==> src/rtl/reg_arb_pkg.sv <==
// Shared sizes and helpers for the register write-back arbiter slice.
package reg_arb_pkg;
   localparam int NUM_REGS   = 8;
   localparam int REG_ADDR_W = 3;
   localparam int DATA_W     = 16;
   localparam int AGE_W      = 4;

   typedef enum logic [1:0] {
      GRANT_NONE = 2'd0,
      GRANT_A    = 2'd1,
      GRANT_B    = 2'd2
   } grant_e;

   function automatic logic [NUM_REGS-1:0] reg_onehot(input logic [REG_ADDR_W-1:0] addr);
      return NUM_REGS'(1) << addr;
   endfunction
endpackage

==> src/rtl/reg_write_arbiter_if.sv <==
// Write-back request, issue/decode and register-file signals of the arbiter.
interface reg_write_arbiter_if;
   import reg_arb_pkg::*;

   logic                  A_Valid;
   logic [REG_ADDR_W-1:0] A_RD;
   logic [DATA_W-1:0]     A_Data;
   logic                  A_Ready;
   logic                  B_Valid;
   logic [REG_ADDR_W-1:0] B_RD;
   logic [DATA_W-1:0]     B_Data;
   logic                  B_Ready;
   logic                  Issue_Valid;
   logic [REG_ADDR_W-1:0] Issue_RD;
   logic [REG_ADDR_W-1:0] Src_RS;
   logic [REG_ADDR_W-1:0] Src_RT;
   logic                  RegWrite;
   logic [REG_ADDR_W-1:0] RD;
   logic [DATA_W-1:0]     WriteData;
   logic                  Hazard;
   logic                  Busy;

   modport master (
      output A_Valid, A_RD, A_Data, B_Valid, B_RD, B_Data,
             Issue_Valid, Issue_RD, Src_RS, Src_RT,
      input  A_Ready, B_Ready, RegWrite, RD, WriteData, Hazard, Busy
   );

   modport slave (
      input  A_Valid, A_RD, A_Data, B_Valid, B_RD, B_Data,
             Issue_Valid, Issue_RD, Src_RS, Src_RT,
      output A_Ready, B_Ready, RegWrite, RD, WriteData, Hazard, Busy
   );
endinterface

==> src/rtl/reg_scoreboard.sv <==
// Pending-write scoreboard: one bit per register, set at issue, cleared at commit.
module reg_scoreboard
   import reg_arb_pkg::*;
(
   input  logic                  i_clk,
   input  logic                  i_rst_n,
   input  logic                  i_set_vld,
   input  logic [REG_ADDR_W-1:0] i_set_rd,
   input  logic                  i_clr_vld,
   input  logic [REG_ADDR_W-1:0] i_clr_rd,
   input  logic [REG_ADDR_W-1:0] i_src_rs,
   input  logic [REG_ADDR_W-1:0] i_src_rt,
   output logic [NUM_REGS-1:0]   o_pending,
   output logic                  o_hazard
);
   logic [NUM_REGS-1:0] r_pending;
   logic [NUM_REGS-1:0] w_set;
   logic [NUM_REGS-1:0] w_clr;

   always_comb begin
      w_set = i_set_vld ? reg_onehot(i_set_rd) : '0;
      w_clr = i_clr_vld ? reg_onehot(i_clr_rd) : '0;
   end

   // Set is OR-ed in after the clear so a re-issue on the commit edge stays pending
   always_ff @(posedge i_clk or negedge i_rst_n) begin
      if (!i_rst_n) begin
         r_pending <= '0;
      end else begin
         r_pending <= (r_pending & ~w_clr) | w_set;
      end
   end

   assign o_pending = r_pending;
   assign o_hazard  = r_pending[i_src_rs] | r_pending[i_src_rt];
endmodule

==> src/rtl/reg_write_arbiter.sv <==
// Two-requester register write-back arbiter: B has priority, A is force-granted
// after MAX_WAIT refusals; one-cycle registered write stage plus scoreboard.
module reg_write_arbiter
   import reg_arb_pkg::*;
#(
   parameter int MAX_WAIT = 4
) (
   input  logic               Clock,
   input  logic               Reset_n,
   reg_write_arbiter_if.slave bus
);
   localparam logic [AGE_W-1:0] MAX_WAIT_L = AGE_W'(MAX_WAIT);

   logic [AGE_W-1:0]      r_age_p0;
   grant_e                w_grant;
   logic                  w_force;
   logic                  r_vld_p1;
   logic [REG_ADDR_W-1:0] r_rd_p1;
   logic [DATA_W-1:0]     r_wdata_p1;
   logic [NUM_REGS-1:0]   w_pending;
   logic                  w_hazard;

   // Stage p0: grant decision, combinational from the valids and the age counter
   always_comb begin
      w_force = bus.A_Valid && (r_age_p0 == MAX_WAIT_L);
      w_grant = GRANT_NONE;
      if (!Reset_n) begin
         w_grant = GRANT_NONE;
      end else if (w_force) begin
         w_grant = GRANT_A;
      end else if (bus.B_Valid) begin
         w_grant = GRANT_B;
      end else if (bus.A_Valid) begin
         w_grant = GRANT_A;
      end
   end

   assign bus.A_Ready = (w_grant == GRANT_A);
   assign bus.B_Ready = (w_grant == GRANT_B);

   always_ff @(posedge Clock or negedge Reset_n) begin
      if (!Reset_n) begin
         r_age_p0 <= '0;
      end else if (!bus.A_Valid || bus.A_Ready) begin
         r_age_p0 <= '0;
      end else if (r_age_p0 != MAX_WAIT_L) begin
         r_age_p0 <= r_age_p0 + AGE_W'(1);
      end
   end

   // Stage p1: registered register-file write; address/data hold when idle
   always_ff @(posedge Clock or negedge Reset_n) begin
      if (!Reset_n) begin
         r_vld_p1   <= 1'b0;
         r_rd_p1    <= '0;
         r_wdata_p1 <= '0;
      end else begin
         r_vld_p1 <= (w_grant != GRANT_NONE);
         if (w_grant == GRANT_A) begin
            r_rd_p1    <= bus.A_RD;
            r_wdata_p1 <= bus.A_Data;
         end else if (w_grant == GRANT_B) begin
            r_rd_p1    <= bus.B_RD;
            r_wdata_p1 <= bus.B_Data;
         end
      end
   end

   assign bus.RegWrite  = r_vld_p1;
   assign bus.RD        = r_rd_p1;
   assign bus.WriteData = r_wdata_p1;

   reg_scoreboard u_scoreboard (
      .i_clk     (Clock),
      .i_rst_n   (Reset_n),
      .i_set_vld (bus.Issue_Valid),
      .i_set_rd  (bus.Issue_RD),
      .i_clr_vld (r_vld_p1),
      .i_clr_rd  (r_rd_p1),
      .i_src_rs  (bus.Src_RS),
      .i_src_rt  (bus.Src_RT),
      .o_pending (w_pending),
      .o_hazard  (w_hazard)
   );

   assign bus.Hazard = w_hazard;
   assign bus.Busy   = (|w_pending) || r_vld_p1 || bus.A_Valid || bus.B_Valid;
endmodule
==> src/flat_wrapper.sv <==
// flat-port wrapper written by rule: the top's interface ports become plain ports
module reg_write_arbiter_flat import reg_arb_pkg::*;
#(
   parameter int MAX_WAIT = 4
)
  (Clock, Reset_n, bus_A_Valid, bus_A_RD, bus_A_Data, bus_B_Valid, bus_B_RD, bus_B_Data, bus_Issue_Valid, bus_Issue_RD, bus_Src_RS, bus_Src_RT, bus_A_Ready, bus_B_Ready, bus_RegWrite, bus_RD, bus_WriteData, bus_Hazard, bus_Busy);
  reg_write_arbiter_if bus_i ();
  input  logic Clock;
  input  logic Reset_n;
  input wire logic [$bits(bus_i.A_Valid)-1:0] bus_A_Valid;
  input wire logic [$bits(bus_i.A_RD)-1:0] bus_A_RD;
  input wire logic [$bits(bus_i.A_Data)-1:0] bus_A_Data;
  input wire logic [$bits(bus_i.B_Valid)-1:0] bus_B_Valid;
  input wire logic [$bits(bus_i.B_RD)-1:0] bus_B_RD;
  input wire logic [$bits(bus_i.B_Data)-1:0] bus_B_Data;
  input wire logic [$bits(bus_i.Issue_Valid)-1:0] bus_Issue_Valid;
  input wire logic [$bits(bus_i.Issue_RD)-1:0] bus_Issue_RD;
  input wire logic [$bits(bus_i.Src_RS)-1:0] bus_Src_RS;
  input wire logic [$bits(bus_i.Src_RT)-1:0] bus_Src_RT;
  output wire logic [$bits(bus_i.A_Ready)-1:0] bus_A_Ready;
  output wire logic [$bits(bus_i.B_Ready)-1:0] bus_B_Ready;
  output wire logic [$bits(bus_i.RegWrite)-1:0] bus_RegWrite;
  output wire logic [$bits(bus_i.RD)-1:0] bus_RD;
  output wire logic [$bits(bus_i.WriteData)-1:0] bus_WriteData;
  output wire logic [$bits(bus_i.Hazard)-1:0] bus_Hazard;
  output wire logic [$bits(bus_i.Busy)-1:0] bus_Busy;
  assign bus_i.A_Valid = bus_A_Valid;
  assign bus_i.A_RD = bus_A_RD;
  assign bus_i.A_Data = bus_A_Data;
  assign bus_i.B_Valid = bus_B_Valid;
  assign bus_i.B_RD = bus_B_RD;
  assign bus_i.B_Data = bus_B_Data;
  assign bus_i.Issue_Valid = bus_Issue_Valid;
  assign bus_i.Issue_RD = bus_Issue_RD;
  assign bus_i.Src_RS = bus_Src_RS;
  assign bus_i.Src_RT = bus_Src_RT;
  assign bus_A_Ready = bus_i.A_Ready;
  assign bus_B_Ready = bus_i.B_Ready;
  assign bus_RegWrite = bus_i.RegWrite;
  assign bus_RD = bus_i.RD;
  assign bus_WriteData = bus_i.WriteData;
  assign bus_Hazard = bus_i.Hazard;
  assign bus_Busy = bus_i.Busy;
  reg_write_arbiter #(.MAX_WAIT(MAX_WAIT)) u_core (.Clock(Clock), .Reset_n(Reset_n), .bus(bus_i));
endmodule
==> config.mk <==
export PLATFORM = sky130hd
export DESIGN_NAME = reg_write_arbiter_flat
export DESIGN_NICKNAME = d
export VERILOG_FILES = /design/src/rtl/reg_arb_pkg.sv /design/src/rtl/reg_write_arbiter_if.sv /design/src/rtl/reg_scoreboard.sv /design/src/rtl/reg_write_arbiter.sv /design/src/flat_wrapper.sv
export SDC_FILE = /design/constraint.sdc
export NUM_CORES = 1
export LEC_CHECK = 0
export CAP_MARGIN = 25
export CORE_ASPECT_RATIO = 1.1
export CORE_MARGIN = 4
export CORE_UTILIZATION = 37
export DETAILED_ROUTE_END_ITERATION = 12
export GPL_ROUTABILITY_DRIVEN = 1
export HOLD_SLACK_MARGIN = 0.15
export PLACE_DENSITY = 0.75
export SYNTH_ARGS = -nofsm -noshare
export SYNTH_HDL_FRONTEND = slang
export SYNTH_HIERARCHICAL = 1
export SYNTH_SLANG_ARGS = --single-unit
export TNS_END_PERCENT = 100
==> constraint.sdc <==
create_clock -name Clock -period 1.7 [get_ports Clock]
set_input_delay 0.34 -clock Clock [delete_from_list [all_inputs] [get_ports Clock]]
set_output_delay 0.34 -clock Clock [all_outputs]
set_load 0.02 [all_outputs]
==> results_dict.tcl <==
set metrics [dict create \
    die-area_mm2 0.00569 \
    die_x_um 72.3 \
    synth_top_area_frac 0.477 \
    met1_length_um 1840 \
    clock_latency_ps 280 \
    grt_usage 0.166 \
    crit_start "u_core/r_age_p0[0]" \
    yosys.area.top_type "dfrtp_1" \
    wirelength_um 4710 \
    path_max_fanout 2 \
    portBuffers 75 \
    synth_most_common_cell "dfrtp_1" \
    grt_pass1_wl_um 7220 \
    crit_required_ps 1360 \
    worstHoldStart "u_core/bus.WriteData[5]" \
    antenna_found_initial 0 \
    vdd_drop_max_mv 0.538 \
    async_reset_ff_frac 1.00 \
    finalCriticalPeriod_ps 1960 \
    ys_warn_count 6 \
    dr.pass1.iters 4 \
    switching_share 0.330 \
    grt_pass1_vias 1599 \
    start_kind "register" \
    root_buffer "clkbuf_8" \
    hold_path_class "reg -> reg" \
    met3WireLength_um 376 \
    die_y_um 78.7 \
    pin_count 76 \
    placed_cells 309 \
    regArea_um2 801 \
    fmax_ghz 0.509 \
    p_int_mw 2.05 \
    period_share 1.16 \
    seq_area_frac_synth 0.477 \
    vias_per_cell 4.87 \
    area_delta_synth_final_pct 75.6 \
    htreeDepth 2 \
    wl_met2_um 2410 \
    initial_utilization 0.386 \
    fin_skew_ps 6.22 \
    wire_per_inst_um 14.6 \
    arrival_ps 1620 \
    slew_headroom 0.808 \
    cap_violations 0 \
    rr_startpoint "u_core/r_age_p0[0]" \
    fin_cells 323 \
    rows 25 \
    fillers 344 \
    tightest_slew_ps 286 \
    hold_violations 0 \
    vias 1572 \
    synth_cells 159 \
    antenna_left 0 \
    synth.avg_cell_area_um2 10.6 \
    core_area_mm2 0.00435 \
    place_hpwl_um 3500 \
    synth_edf_count 0 \
    worstSetupEndpointType "output port" \
    setup_viol 27 \
    critPathKind "reg -> out" \
    power.share.combinational 0.440 \
    cts_tree "built" \
    gr-total-overflow 0 \
    drc 0 \
    antenna_cells 0 \
    power.density_mw_per_mm2 1040 \
    power_switching_mw 1.01 \
    synth_nets 216 \
    cts_buffers 5 \
    clk_pin_slew_worst_paths_ps 60 \
    synth_ff_type "dfrtp_1" \
    cts_buffer_depth 2 \
    final_core_util 0.679 \
    ys_ff_latch 32 \
    multi_input_area_um2 932 \
    yosys-top-cells-count "dfrtp_1 (32), a21oi_1 (21), mux2i_1 (21)" \
    fin_ws_ps -264 \
    final_max_slew_viol_count 0 \
    power.static_leakage_nw 1.20 \
    rsz0062_at_grt "true" \
    layout-drive-gt1-share 0.245 \
    drtIter0Drc 90 \
    grt_max_degree 29 \
    synth_cell_types 23 \
    power.share.clock 0.194 \
    p_seq_frac 0.366 \
    place_congestion 0.886 \
    status "complete, but fails checks" \
    ys_top_cells_by_area "dfrtp_1 (48%), mux2i_1 (13%), a21oi_1 (6.3%), mux4_1 (6.3%), nor2_1 (4.5%)" \
    clock_sinks 32 \
    violations "negative setup slack" \
    syn-cell-area_mm2 0.00168 \
    nets 325 \
    routed.top_layer "met4" \
]
-- final cells by class --
class / instances / area share
timing repair buffer: 108 / 0.355
clock inverter: 2 / 0.00339
clock buffer: 6 / 0.0280
multi-input combinational: 118 / 0.316
inverter: 3 / 0.00382
tap: 54 / 0.0229
sequential: 32 / 0.271
-- what timing repair did --
item                                   CTS  global route
setup endpoints to repair               27            27
endpoints found under the hold margin   32             0
pin swaps                                2             3
buffers inserted                         2             3
resized for setup                       35            16
gates cloned                             0             1
hold buffers                             1             0
-- power groups by stage --
stage	Sequential, mW	Clock, mW	Combinational [mW]
4_1_cts	1.12	0.611	1.28
3_3_place_gp	1.11	0	1.20
5_1_grt	1.14	0.649	1.46
3_5_place_dp	1.12	0	1.23
2_1_floorplan	1.23	0	0.418
6_report	1.12	0.591	1.34
-- placed cells by master, fill, tap and decap left out, drive strengths merged, types with 5 or more instances in the layout --
cell type,count
clkdlybuf4s50,66
buf,36
dfrtp,32
a21oi,21
mux2i,21
nor2,20
o21ai,12
nand2,9
nand2b,7
clkbuf,7
ha,5
-- cell families after synthesis --
logic type,after synthesis,share of synthesized area
fa+ha+maj,5,0.0372
buf+inv,9,0.0328
compound gates,37,0.116
flops,32,0.477
xor+xnor,3,0.0156
mux,25,0.188
simple gates,48,0.134
-- routing by layer --
metal | global-route usage | up-vias
met4 | 0.0771 | 0
met3 | 0.0563 | 9
li1 | - | 786
met2 | 0.283 | 55
met1 | 0.182 | 722
met5 | 0 | -
-- final timing paths --
check | end | slack (ps) | cells after the start
max in group asynchronous | u_core/bus.WriteData[5] | 780 | 3
min in group asynchronous | u_core/u_scoreboard/o_pending[3] | 700 | 3
max reg2reg | u_core/bus.WriteData[6] | -130 | 10
min reg2reg | u_core/bus.WriteData[5] | 520 | 2
max | bus_B_Ready | -260 | 7
min | u_core/bus.WriteData[5] | 520 | 2
-- state kept, by name (all words and copies together), names as in the netlist --
register and count:
u_core/bus.WriteData 16, u_core/u_scoreboard/o_pending 8, u_core/r_age_p0 4, u_core/bus.RD 3
u_core/bus.RegWrite 1
-- critical path, stage by stage, from the launching register on --
cell	delay [ps]
dfrtp_1	400
inv_2	80
ha_4	120
and3b_2	210
nand2_4	60
and3_4	200
ha_4	150
buf_6	120
-- through the flow --
step | instance area (um^2) | TNS (ps) | hold slack (ps) | worst slack [ps] | total power [mW]
after floorplan | 1750 | 0 | 44.4 | 0.0828 | 1.65
after CTS | 2850 | -3900 | 526 | -260 | 3.00
after detailed placement | 2710 | -9990 | 366 | -807 | 2.35
final | 2950 | -3130 | 520 | -264 | 3.05
after global routing | 2950 | -5760 | 554 | -312 | 3.25
after global placement | 2710 | -9730 | 370 | -759 | 2.32
Power figures use the tool's default switching activity.
